[src/rtl/seg_scan_pkg.sv]
// seg_scan_pkg: shared types and constants for the 7-segment scan path.
// Segment vectors are active-low, bit order {g,f,e,d,c,b,a}.
package seg_scan_pkg;

  typedef enum logic {
    GUARD = 1'b0,
    ON    = 1'b1
  } state_t;

  localparam int SEG_A = 0;
  localparam int SEG_B = 1;
  localparam int SEG_C = 2;
  localparam int SEG_D = 3;
  localparam int SEG_E = 4;
  localparam int SEG_F = 5;
  localparam int SEG_G = 6;

  localparam logic [6:0] SEG_OFF = 7'h7F;

  // Index 15 is listed first so HEX_SEG[n] is the code for nibble n.
  localparam logic [15:0][6:0] HEX_SEG = {
    7'b0001110,  // F
    7'b0000110,  // E
    7'b0100001,  // d
    7'b1000110,  // C
    7'b0000011,  // b
    7'b0001000,  // A
    7'b0010000,  // 9
    7'b0000000,  // 8
    7'b1111000,  // 7
    7'b0000010,  // 6
    7'b0010010,  // 5
    7'b0011001,  // 4
    7'b0110000,  // 3
    7'b0100100,  // 2
    7'b1111001,  // 1
    7'b1000000   // 0
  };

endpackage

[src/rtl/hex_to_seg.sv]
// hex_to_seg: combinational hex nibble to active-low segment decode.
// Output bit order {g,f,e,d,c,b,a}.
module hex_to_seg
  import seg_scan_pkg::*;
(
  input  logic [3:0] nibble,
  output logic [6:0] seg
);

  assign seg = HEX_SEG[nibble];

endmodule

[src/rtl/seg_scan_ctrl.sv]
// seg_scan_ctrl: 8-digit multiplexed display scanner with guard gaps.
// Optional macro LEADING_ZERO_BLANK_EN suppresses leading-zero digits.
module seg_scan_ctrl
  import seg_scan_pkg::*;
#(
  parameter int NUM_DIGITS   = 8,
  parameter int TICK_DIV     = 104_166,
  parameter int GUARD_CYCLES = 16
) (
  input  logic                    clk_in,
  input  logic                    reset,
  input  logic [4*NUM_DIGITS-1:0] data_in,
  input  logic [NUM_DIGITS-1:0]   dp_in,
  input  logic                    load,
  input  logic [NUM_DIGITS-1:0]   digit_en,
  output logic                    load_ack,
  output logic [NUM_DIGITS-1:0]   anode,
  output logic [6:0]              cathode,
  output logic                    dp_n
);

  localparam int CMAX =
    (TICK_DIV > GUARD_CYCLES) ? TICK_DIV : GUARD_CYCLES;
  localparam int CW = $clog2(CMAX + 1);
  localparam int IW =
    (NUM_DIGITS > 1) ? $clog2(NUM_DIGITS) : 1;

  localparam logic [CW-1:0] G_LAST = CW'(GUARD_CYCLES - 1);
  localparam logic [CW-1:0] T_LAST = CW'(TICK_DIV - 1);
  localparam logic [IW-1:0] I_LAST = IW'(NUM_DIGITS - 1);

  state_t                  state;
  logic [CW-1:0]           cnt;
  logic [IW-1:0]           idx;
  logic [4*NUM_DIGITS-1:0] shadow;
  logic [NUM_DIGITS-1:0]   shadow_dp;

  logic [3:0]              nib;
  logic                    dp_sel;
  logic [NUM_DIGITS-1:0]   sel;
  logic [NUM_DIGITS-1:0]   blank;
  logic [6:0]              seg;
  logic [NUM_DIGITS-1:0]   on_anode;

  // Pick the nibble, dp bit and one-hot anode for the current slot.
  always_comb begin
    nib    = 4'h0;
    dp_sel = 1'b0;
    sel    = '0;
    for (int i = 0; i < NUM_DIGITS; i++) begin
      if (idx == IW'(i)) begin
        nib    = shadow[4*i +: 4];
        dp_sel = shadow_dp[i];
        sel[i] = 1'b1;
      end
    end
  end

`ifdef LEADING_ZERO_BLANK_EN
  logic zrun;

  // Blank a digit when it and every higher shadow nibble are zero.
  always_comb begin
    blank = '0;
    zrun  = 1'b1;
    for (int i = NUM_DIGITS - 1; i > 0; i--) begin
      zrun     = zrun & (shadow[4*i +: 4] == 4'h0);
      blank[i] = zrun;
    end
  end
`else
  assign blank = '0;
`endif

  hex_to_seg u_hex (
    .nibble (nib),
    .seg    (seg)
  );

  assign on_anode = ~(sel & digit_en & ~blank);

  // Slot sequencer: guard gap, then one digit on, frame-aligned load.
  always_ff @(posedge clk_in) begin
    if (reset) begin
      state     <= GUARD;
      cnt       <= '0;
      idx       <= '0;
      shadow    <= '0;
      shadow_dp <= '0;
      load_ack  <= 1'b0;
      anode     <= '1;
      cathode   <= SEG_OFF;
      dp_n      <= 1'b1;
    end else begin
      load_ack <= 1'b0;
      unique case (state)
        GUARD: begin
          if (cnt == G_LAST) begin
            state   <= ON;
            cnt     <= '0;
            anode   <= on_anode;
            cathode <= seg;
            dp_n    <= ~dp_sel;
          end else begin
            cnt <= cnt + CW'(1);
          end
        end
        ON: begin
          if (cnt == T_LAST) begin
            state   <= GUARD;
            cnt     <= '0;
            idx     <= (idx == I_LAST) ? '0 : idx + IW'(1);
            anode   <= '1;
            cathode <= SEG_OFF;
            dp_n    <= 1'b1;
            if (idx == I_LAST && load) begin
              shadow    <= data_in;
              shadow_dp <= dp_in;
              load_ack  <= 1'b1;
            end
          end else begin
            cnt     <= cnt + CW'(1);
            anode   <= on_anode;
            cathode <= seg;
            dp_n    <= ~dp_sel;
          end
        end
      endcase
    end
  end

endmodule

[config.mk]
export PLATFORM = sky130hd
export DESIGN_NAME = seg_scan_ctrl
export DESIGN_NICKNAME = d
export VERILOG_FILES = /design/src/rtl/seg_scan_pkg.sv /design/src/rtl/hex_to_seg.sv /design/src/rtl/seg_scan_ctrl.sv
export SDC_FILE = /design/constraint.sdc
export NUM_CORES = 1
export LEC_CHECK = 0
export BUFFER_PORTS_ARGS = -buffer_cell sky130_fd_sc_hd__buf_2
export CAP_MARGIN = 20
export CORE_ASPECT_RATIO = 0.5
export CORE_MARGIN = 4
export CORE_UTILIZATION = 57
export CTS_CLUSTER_DIAMETER = 40
export CTS_CLUSTER_SIZE = 30
export DETAILED_ROUTE_END_ITERATION = 7
export GPL_ROUTABILITY_DRIVEN = 0
export PLACE_DENSITY = 0.8
export SLEW_MARGIN = 10
export SYNTH_ARGS = -nofsm -noshare
export SYNTH_HDL_FRONTEND = slang
export SYNTH_SLANG_ARGS = --single-unit
[constraint.sdc]
create_clock -name clk_in -period 3.9 [get_ports clk_in]
set_input_delay 0.195 -clock clk_in [delete_from_list [all_inputs] [get_ports clk_in]]
set_output_delay 0.195 -clock clk_in [all_outputs]
set_load 0.03 [all_outputs]
==> impl_metrics.env, run 1 <==
export IMPL_initial_core_util=0.604
export IMPL_grt_pass1_vias=3057
export IMPL_dpl_cell_count=605
export IMPL_power_density_mw_per_mm2=365
export IMPL_nFillCells=574
export IMPL_drc=0
export IMPL_crit_fanout=21
export IMPL_hold_class="in2reg"
export IMPL_wl_per_cell_um=14.9
export IMPL_status="finished clean"
export IMPL_tns_ns=0
export IMPL_r2r_end="cathode[3]"
export IMPL_clk_pin_slew_ns=0.06
export IMPL_reg2reg_from="idx[1]"
export IMPL_die_area_mm2=0.00880
export IMPL_synth_edff_count=0
export IMPL_clk_latency_ns=0.34
export IMPL_vias=3412
export IMPL_ys_warnings_count=0
export IMPL_grtUsageTotal=0.223
export IMPL_finalCriticalPeriod_ns=3.14
export IMPL_numCtsBuffers=9
export IMPL_cts_resized=0
export IMPL_finalSetupViolations=0
export IMPL_vias_per_cell=5.49
export IMPL_max_stage_delay_ns=0.55
export IMPL_seq_area_frac_synth=0.376
export IMPL_crit_top_cell="inv_1"
export IMPL_fmax_mhz=319
export IMPL_portBuffers=67
export IMPL_tightest_slew_ns=0.784
export IMPL_antenna_cells=0
export IMPL_clock_root_buffer="clkbuf_16"
export IMPL_cts_max_level=3
export IMPL_startpoint="idx[1]"
export IMPL_cp_required_ns=4.13
export IMPL_vdd_ir_drop_max_mv=0.211
export IMPL_finalWirelength_um=9250
export IMPL_drive_above_1_share=0.338
export IMPL_p_leak_nw=1.65
export IMPL_grt_overflow=0
export IMPL_syn_avg_cell_area_um2=8.82
export IMPL_synth_distinct_cells=63
export IMPL_path_cells="inv_1 > ha_1 > a21oi_1 > a221oi_1 > o22ai_1 > o21ai_0 > inv_1 > ha_1 > inv_1 > mux2i_1 > mux2i_1 > o22a_1"
export IMPL_antenna_found_initial=0
export IMPL_ys_flop_type="dfxtp_1"
export IMPL_fin_crit_sh=0.804
export IMPL_fin_cells=621
export IMPL_drt_iter0_markers=204
export IMPL_post_cts_buffers=0
export IMPL_nNetsFinal=589
export IMPL_cts_tree="yes"
export IMPL_finalHoldViolations=0
export IMPL_finClkSkew_ns=0.00565
export IMPL_synth_seq_cells=78
export IMPL_drv_cap=0
export IMPL_cp_slowest_cell="ha_1"
export IMPL_grt_max_degree=43
export IMPL_cts_hold_buf=0
export IMPL_synthArstFlopShare=0
export IMPL_end_kind="flop"
export IMPL_r2r_slack_ns=0.76
export IMPL_worst_hold_slack_ns=0.0476
export IMPL_cts_sinks=78
export IMPL_synth_nets=536
export IMPL_final_max_slew_violation_count=0
export IMPL_grt_pass1_wl_um=15100
export IMPL_crit_path_end="cathode[3]"
export IMPL_synth_area_mm2=0.00416
export IMPL_rsz0062_at_grt="no"
export IMPL_dpl_hpwl_um=6490
export IMPL_areaGrowthSynthToFinish_pct=12.3
export IMPL_drt_first_pass_iters=4
export IMPL_slew_headroom=0.476
export IMPL_setup_worst_path_class="reg2reg"
export IMPL_rows=21
export IMPL_r2r_cells=12
export IMPL_syn_inst=471
export IMPL_cts_buffer_depth=2
export IMPL_fp_dieW_um=129
export IMPL_cp_arrival_ns=3.37
export IMPL_die_h_um=68.4
export IMPL_core_mm2=0.00688
export IMPL_io_pins=68
export IMPL_cp_start_kind="flop"
export IMPL_final_antenna_net_count=0
==> worst min-delay path by stage <==
stage / start / endpoint / cells past startpoint
after global placement: digit_en[1] / anode[1] / 2
after CTS: digit_en[1] / anode[1] / 2
final: digit_en[1] / anode[1] / 2
after global routing: digit_en[2] / anode[2] / 2
after detailed placement: digit_en[2] / anode[2] / 2
after floorplan: digit_en[0] / anode[0] / 1
==> flip-flops by register name, summed over array words and instances (netlist names) <==
register / cells
shadow_dp: 8
dp_n: 1
anode: 8
load_ack: 1
cnt: 17
state: 1
cathode: 7
shadow: 32
idx: 3
==> per-layer routing <==
metal / up-vias / part of all wire / routed length, µm / track usage
met4: 0 / 0.014 / 127 / 0.0838
met1: 1582 / 0.47 / 4320 / 0.289
met2: 96 / 0.45 / 4120 / 0.345
li1: 1724 / - / - / -
met5: - / 0 / 0 / 0
met3: 10 / 0.073 / 673 / 0.0772
==> cell usage in the layout (no fill, tap or decap), drive strengths merged, types with 4 or more instances in the layout <==
cell     n
a211o    4
a211oi   5
a21oi   57
a221oi   4
a31oi    8
and2     5
buf     73
clkbuf  13
dfxtp   78
ha      14
inv     18
mux2i    5
nand2   99
nand3   11
nand3b   6
nand4    4
nor2    44
nor3     7
nor3b    4
o21ai   10
o22ai    4
o32ai    5
xnor2    8
xor2     8
==> cell type report <==
class | instances | area [µm²] | area share
multi-input combinational | 344 | 2240 | 0.480
sequential | 78 | 1560 | 0.334
timing repair buffer | 73 | 380 | 0.0815
clock buffer | 13 | 260 | 0.0557
tap | 92 | 115 | 0.0247
inverter | 18 | 67.6 | 0.0145
clock inverter | 3 | 42.5 | 0.00911
==> critical path: cells and delay by family (launching register included) <==
| family | cells | cell delay [ns] |
|---|---|---|
| adder cells (fa/ha/maj) | 2 | 0.88 |
| flip-flops | 1 | 0.35 |
| AO/OA/AOI/OAI | 5 | 1.20 |
| multiplexers | 2 | 0.27 |
| buffers and inverters | 3 | 0.31 |
==> cells by family (layout without fill, tap and decap cells) <==
group           after synthesis  count (layout)  share of synthesized area
flops                        78              78                      0.376
fa+ha+maj                    14              14                     0.0421
buf+inv                      49             107                     0.0849
compound gates              112             112                      0.211
simple gates                197             197                      0.240
mux                           5               5                     0.0120
xor+xnor                     16              16                     0.0337
==> Yosys cell counts (8+ instances only) <==
| library cell | n | area share |
|---|---|---|
| buf_2 | 8 | 0.0096 |
| a21oi_1 | 17 | 0.020 |
| xnor2_1 | 8 | 0.017 |
| nand2_1 | 59 | 0.053 |
| nand2_2 | 40 | 0.060 |
| ha_1 | 14 | 0.042 |
| xor2_1 | 8 | 0.017 |
| a31oi_1 | 8 | 0.012 |
| a21oi_2 | 40 | 0.084 |
| nor2_1 | 44 | 0.040 |
| nand3_1 | 11 | 0.013 |
| inv_1 | 17 | 0.015 |
| dfxtp_1 | 78 | 0.38 |
| o21ai_0 | 8 | 0.0096 |
==> where the power goes <==
part	internal (mW)	switching [mW]	leakage (nW)
Combinational	0.0234	0.0306	0.880
Clock	0.530	0.319	0.146
Sequential	0.800	0.00235	0.629
Total	1.35	0.352	1.65
==> per-stage QoR <==
stage,worst slack [ns],utilization,instance area (µm²),power (mW)
after CTS,0.792,0.678,4670,1.72
after floorplan,1.17,-,4160,0.842
final,0.765,0.678,4670,1.70
after global placement,0.975,0.634,4370,0.872
after global routing,0.523,0.678,4670,1.76
after detailed placement,0.852,0.634,4370,0.874
Power figures use the tool's default switching activity.
==> inputs of run 2 (changes only) <==
- CORE_UTILIZATION: 57 -> 51
- PLACE_DENSITY: 0.8 -> 0.76
- clock period: 3.9 -> 2.7 ns (I/O delays scaled with it)
==> impl_metrics.env, run 2 (synthesis results as in run 1) <==
export IMPL_core_mm2=0.00762
export IMPL_die_area_mm2=0.00975
export IMPL_final_max_slew_violation_count=0
export IMPL_cp_start_kind="flop"
export IMPL_cp_slowest_cell="dfxtp_1"
export IMPL_dpl_hpwl_um=6710
export IMPL_max_stage_delay_ns=0.38
export IMPL_finalCriticalPeriod_ns=2.53
export IMPL_worst_hold_slack_ns=0.0220
export IMPL_cts_max_level=3
export IMPL_grtUsageTotal=0.200
export IMPL_reg2reg_from="idx[1]"
export IMPL_clock_root_buffer="clkbuf_16"
export IMPL_wl_per_cell_um=14.6
export IMPL_cp_arrival_ns=2.76
export IMPL_cts_sinks=78
export IMPL_mostFrequentLayoutCells="78 x dfxtp_1, 67 x buf_2, 59 x nand2_1"
export IMPL_hold_class="in2reg"
export IMPL_path_cells="inv_1 > ha_2 > buf_4 > a211o_1 > a221o_1 > o32ai_4 > mux2i_1 > o22ai_1 > o22a_1"
export IMPL_r2r_slack_ns=0.17
export IMPL_whs_path_depth=2
export IMPL_io_pins=68
export IMPL_tightest_slew_ns=0.689
export IMPL_fmax_mhz=395
export IMPL_cp_required_ns=2.93
export IMPL_fin_crit_sh=0.937
export IMPL_areaGrowthSynthToFinish_pct=16.5
export IMPL_clk_pin_slew_ns=0.06
export IMPL_drc=0
export IMPL_antenna_cells=0
export IMPL_top_usage_layer="met2"
export IMPL_drt_iter0_markers=326
export IMPL_cts_buffer_depth=2
export IMPL_mostFrequentLayoutCell="dfxtp_1"
export IMPL_worstHoldEndpoint="anode[6]"
export IMPL_grt_overflow=0
export IMPL_setup_worst_path_class="reg2reg"
export IMPL_finalWirelength_um=9530
export IMPL_regMostFlops="shadow"
export IMPL_finalHoldViolations=0
export IMPL_cts_tree="yes"
export IMPL_path_delay_family="compound AO/OA/AOI/OAI gates"
export IMPL_r2r_cells=9
export IMPL_slew_headroom=0.541
export IMPL_dpl_worst_slack_ns=0.0533
export IMPL_drv_cap=0
export IMPL_final_antenna_net_count=0
export IMPL_power_density_mw_per_mm2=507
export IMPL_grt_pass1_vias=3209
export IMPL_die_h_um=71.8
export IMPL_clk_latency_ns=0.34
export IMPL_status="finished clean"
export IMPL_cp_num_buf_inv=2
export IMPL_top_regs="shadow (32), cnt (17)"
export IMPL_power_mw=2.46
export IMPL_initial_core_util=0.545
export IMPL_end_kind="flop"
export IMPL_grtUsageMet1=0.258
export IMPL_rows=22
export IMPL_antenna_found_initial=0
export IMPL_nNetsFinal=604
export IMPL_p_leak_nw=1.74
export IMPL_postLayoutSetupSlackWorst_ns=0.169
export IMPL_grtUsageMet2=0.318
export IMPL_hp_start="digit_en[6]"
export IMPL_numCtsBuffers=9
export IMPL_vdd_ir_drop_max_mv=0.278
export IMPL_finalSetupViolations=0
export IMPL_grt_pass1_wl_um=15400
export IMPL_finClkSkew_ns=0.00676
export IMPL_vias_per_cell=5.32
export IMPL_portBuffers=67
export IMPL_vias=3471
export IMPL_fp_dieW_um=136
export IMPL_largest_reg_flops=32
export IMPL_crit_fanout=15
export IMPL_drt_first_pass_iters=5
export IMPL_grt_max_degree=45
export IMPL_use_met3=0.0624
export IMPL_drive_above_1_share=0.366
export IMPL_r2r_end="cathode[5]"
==> run 2: cell type report <==
type	instances	area, µm²
Inverter	18	67.6
Timing Repair Buffer	88	515
Sequential cell	78	1560
Fill cell	685	2780
Tap cell	108	135
Multi-Input combinational cell	344	2260
Clock buffer	12	256
Clock inverter	4	45.0
==> run 2: what timing repair did <==
item,in CTS,in global routing
hold buffers,4,0
setup endpoints to repair,0,7
gates resized for setup,0,10
setup buffers,0,0
endpoints found under the hold margin,4,0
==> run 2: worst max-delay path by stage <==
stage	startpoint	end	slack [ns]	depth (start not counted)
final	idx[1]	cathode[5]	0.17	9
after global routing	idx[1]	cathode[0]	-0.01	11
after CTS	idx[1]	cathode[0]	0.02	11
after detailed placement	idx[1]	cathode[0]	0.05	11
after global placement	idx[1]	cathode[0]	0.14	11
after floorplan	idx[1]	cathode[0]	0.01	14
==> run 2: metrics by stage <==
stage	cell area (µm²)	std cells	utilization	TNS (ns)
2_1_floorplan	4160	471	-	0
3_5_place_dp	4480	632	0.588	0
6_report	4840	652	0.635	0
5_1_grt	4840	652	0.635	-0.0104
3_3_place_gp	4480	632	0.588	0
4_1_cts	4820	652	0.633	0
==> run 2: where the power goes <==
| group | internal, mW | switching [mW] | total [mW] |
|---|---|---|---|
| Clock | 0.761 | 0.454 | 1.22 |
| Combinational | 0.0374 | 0.0446 | 0.0819 |
| Sequential | 1.15 | 0.00329 | 1.16 |
==> run 2: layer usage <==
layer  wire length [µm]  part of all wire
met4                146             0.015
met3                638             0.067
met2               4390              0.46
met5                  0                 0
met1               4360              0.46
==> inputs of run 3 (changes only) <==
- GPL_TIMING_DRIVEN: default -> 0
- SKIP_LAST_GASP: default -> 1
==> impl_metrics.env, run 3 (synthesis results as in run 1) <==
export IMPL_status="finished clean"
export IMPL_slew_headroom=0.575
export IMPL_fin_cells=666
export IMPL_numCtsBuffers=9
export IMPL_initial_core_util=0.545
export IMPL_grt_max_degree=18
export IMPL_cp_arrival_ns=2.90
export IMPL_die_h_um=71.8
export IMPL_grtUsageMet1=0.288
export IMPL_hold_class="in2reg"
export IMPL_finalWirelength_um=10600
export IMPL_grtUsageTotal=0.220
export IMPL_use_met3=0.0729
export IMPL_rsz0062_at_grt="yes"
export IMPL_cts_tree="yes"
export IMPL_mostFrequentLayoutCell="dfxtp_1"
export IMPL_largest_reg_flops=32
export IMPL_top_regs="shadow (32), cnt (17)"
export IMPL_cp_start_kind="flop"
export IMPL_die_area_mm2=0.00975
export IMPL_core_mm2=0.00762
export IMPL_final_antenna_net_count=0
export IMPL_vias=3632
export IMPL_grtUsageMet2=0.344
export IMPL_post_dp_cell_area_mm2=0.00463
export IMPL_finalSetupViolations=0
export IMPL_vdd_ir_drop_max_mv=0.331
export IMPL_antenna_found_initial=0
export IMPL_mostFrequentLayoutCells="76 x dfxtp_1, 69 x buf_2, 59 x nand2_1"
export IMPL_vias_per_cell=5.45
export IMPL_finalInstanceArea_mm2=0.00519
export IMPL_cts_max_level=3
export IMPL_finClkSkew_ns=0.00846
export IMPL_tns_ns=0
export IMPL_areaGrowthSynthToFinish_pct=24.9
export IMPL_regMostFlops="shadow"
export IMPL_end_kind="flop"
export IMPL_wl_per_cell_um=15.9
export IMPL_dpl_cell_count=646
export IMPL_grt_pass1_vias=3499
export IMPL_finalHoldViolations=0
export IMPL_io_pins=68
export IMPL_max_stage_delay_ns=0.36
export IMPL_finalCriticalPeriod_ns=2.68
export IMPL_fin_crit_sh=0.992
export IMPL_cp_required_ns=2.92
export IMPL_power_density_mw_per_mm2=545
export IMPL_clk_pin_slew_ns=0.06
export IMPL_path_delay_family="compound AO/OA/AOI/OAI gates"
export IMPL_clock_root_buffer="clkbuf_16"
export IMPL_antenna_cells=0
export IMPL_nNetsFinal=618
export IMPL_r2r_slack_ns=0.02
export IMPL_drive_above_1_share=0.389
export IMPL_grt_overflow=0
export IMPL_path_cells="inv_1 > ha_1 > buf_4 > buf_6 > a211oi_4 > o21ai_2 > o21ai_2 > and2_4 > inv_1 > ha_2 > or3_1 > o21ai_1 > a21oi_1"
export IMPL_drt_iter0_markers=395
export IMPL_dpl_hpwl_um=7170
export IMPL_clk_latency_ns=0.35
export IMPL_portBuffers=67
export IMPL_utilization=0.681
export IMPL_cp_slowest_cell="dfxtp_2"
export IMPL_worst_hold_slack_ns=0.0274
export IMPL_drt_first_pass_iters=5
export IMPL_top_usage_layer="met2"
export IMPL_tightest_slew_ns=0.636
export IMPL_cts_sinks=78
export IMPL_p_leak_nw=1.85
export IMPL_cts_buffer_depth=2
export IMPL_final_max_slew_violation_count=0
export IMPL_grt_pass1_wl_um=17000
export IMPL_crit_fanout=17
export IMPL_cp_num_buf_inv=4
export IMPL_fmax_mhz=373
export IMPL_setup_worst_path_class="reg2reg"
export IMPL_fp_dieW_um=136
export IMPL_drv_cap=0
export IMPL_rows=22
export IMPL_drc=0
run 3: path summary, 6_finish.rpt:
kind | end | cells after the start | startpoint
hold / removal | shadow_dp[5] | 3 | dp_in[5]
setup reg to reg | cathode[0] | 13 | idx[1]
setup / recovery | cathode[0] | 13 | idx[1]
hold reg to reg | shadow_dp[5] | 2 | shadow_dp[5]
run 3: routing by layer:
metal	share of wire	routed length (µm)
met1	0.46	4890
met4	0.011	116
met2	0.46	4870
met5	0	0
met3	0.069	733
run 3: power breakdown:
group | switching [mW] | internal [mW] | total, mW
sequential | 0.00344 | 1.15 | 1.16
clock | 0.492 | 1.09 | 1.58
combinational | 0.0480 | 0.0427 | 0.0907
run 3: area by class of cell:
class                      instances  area [µm²]
multi-input combinational        344        2330
sequential                        78        1560
timing repair buffer              74         400
tap                              108         135
clock inverter                     6         158
clock buffer                      10         229
fill                             633        2430
inverter                          18        67.6
buffer                            28         302
run 3: stage by stage:
step	total power [mW]	setup WS (ns)
after floorplan	1.22	0.0104
after global placement	1.27	-0.620
after detailed placement	1.27	-0.655
after CTS	2.84	-0.0403
after global routing	2.90	-0.0961
final	2.83	0.0209
run 3: what timing repair did:
| item | CTS | global route |
|---|---|---|
| pin swaps | 3 | 3 |
| setup buffers | 2 | 0 |
| hold buffers | 5 | 0 |
| resized for setup | 15 | 22 |
| hold endpoints to repair | 5 | 0 |
| endpoints found under the setup margin | 7 | 7 |
run 3: worst min-delay path, stage by stage:
cell and delay (ns):
buf_2 0.10, nand2_2 0.05, a21oi_2 0.04
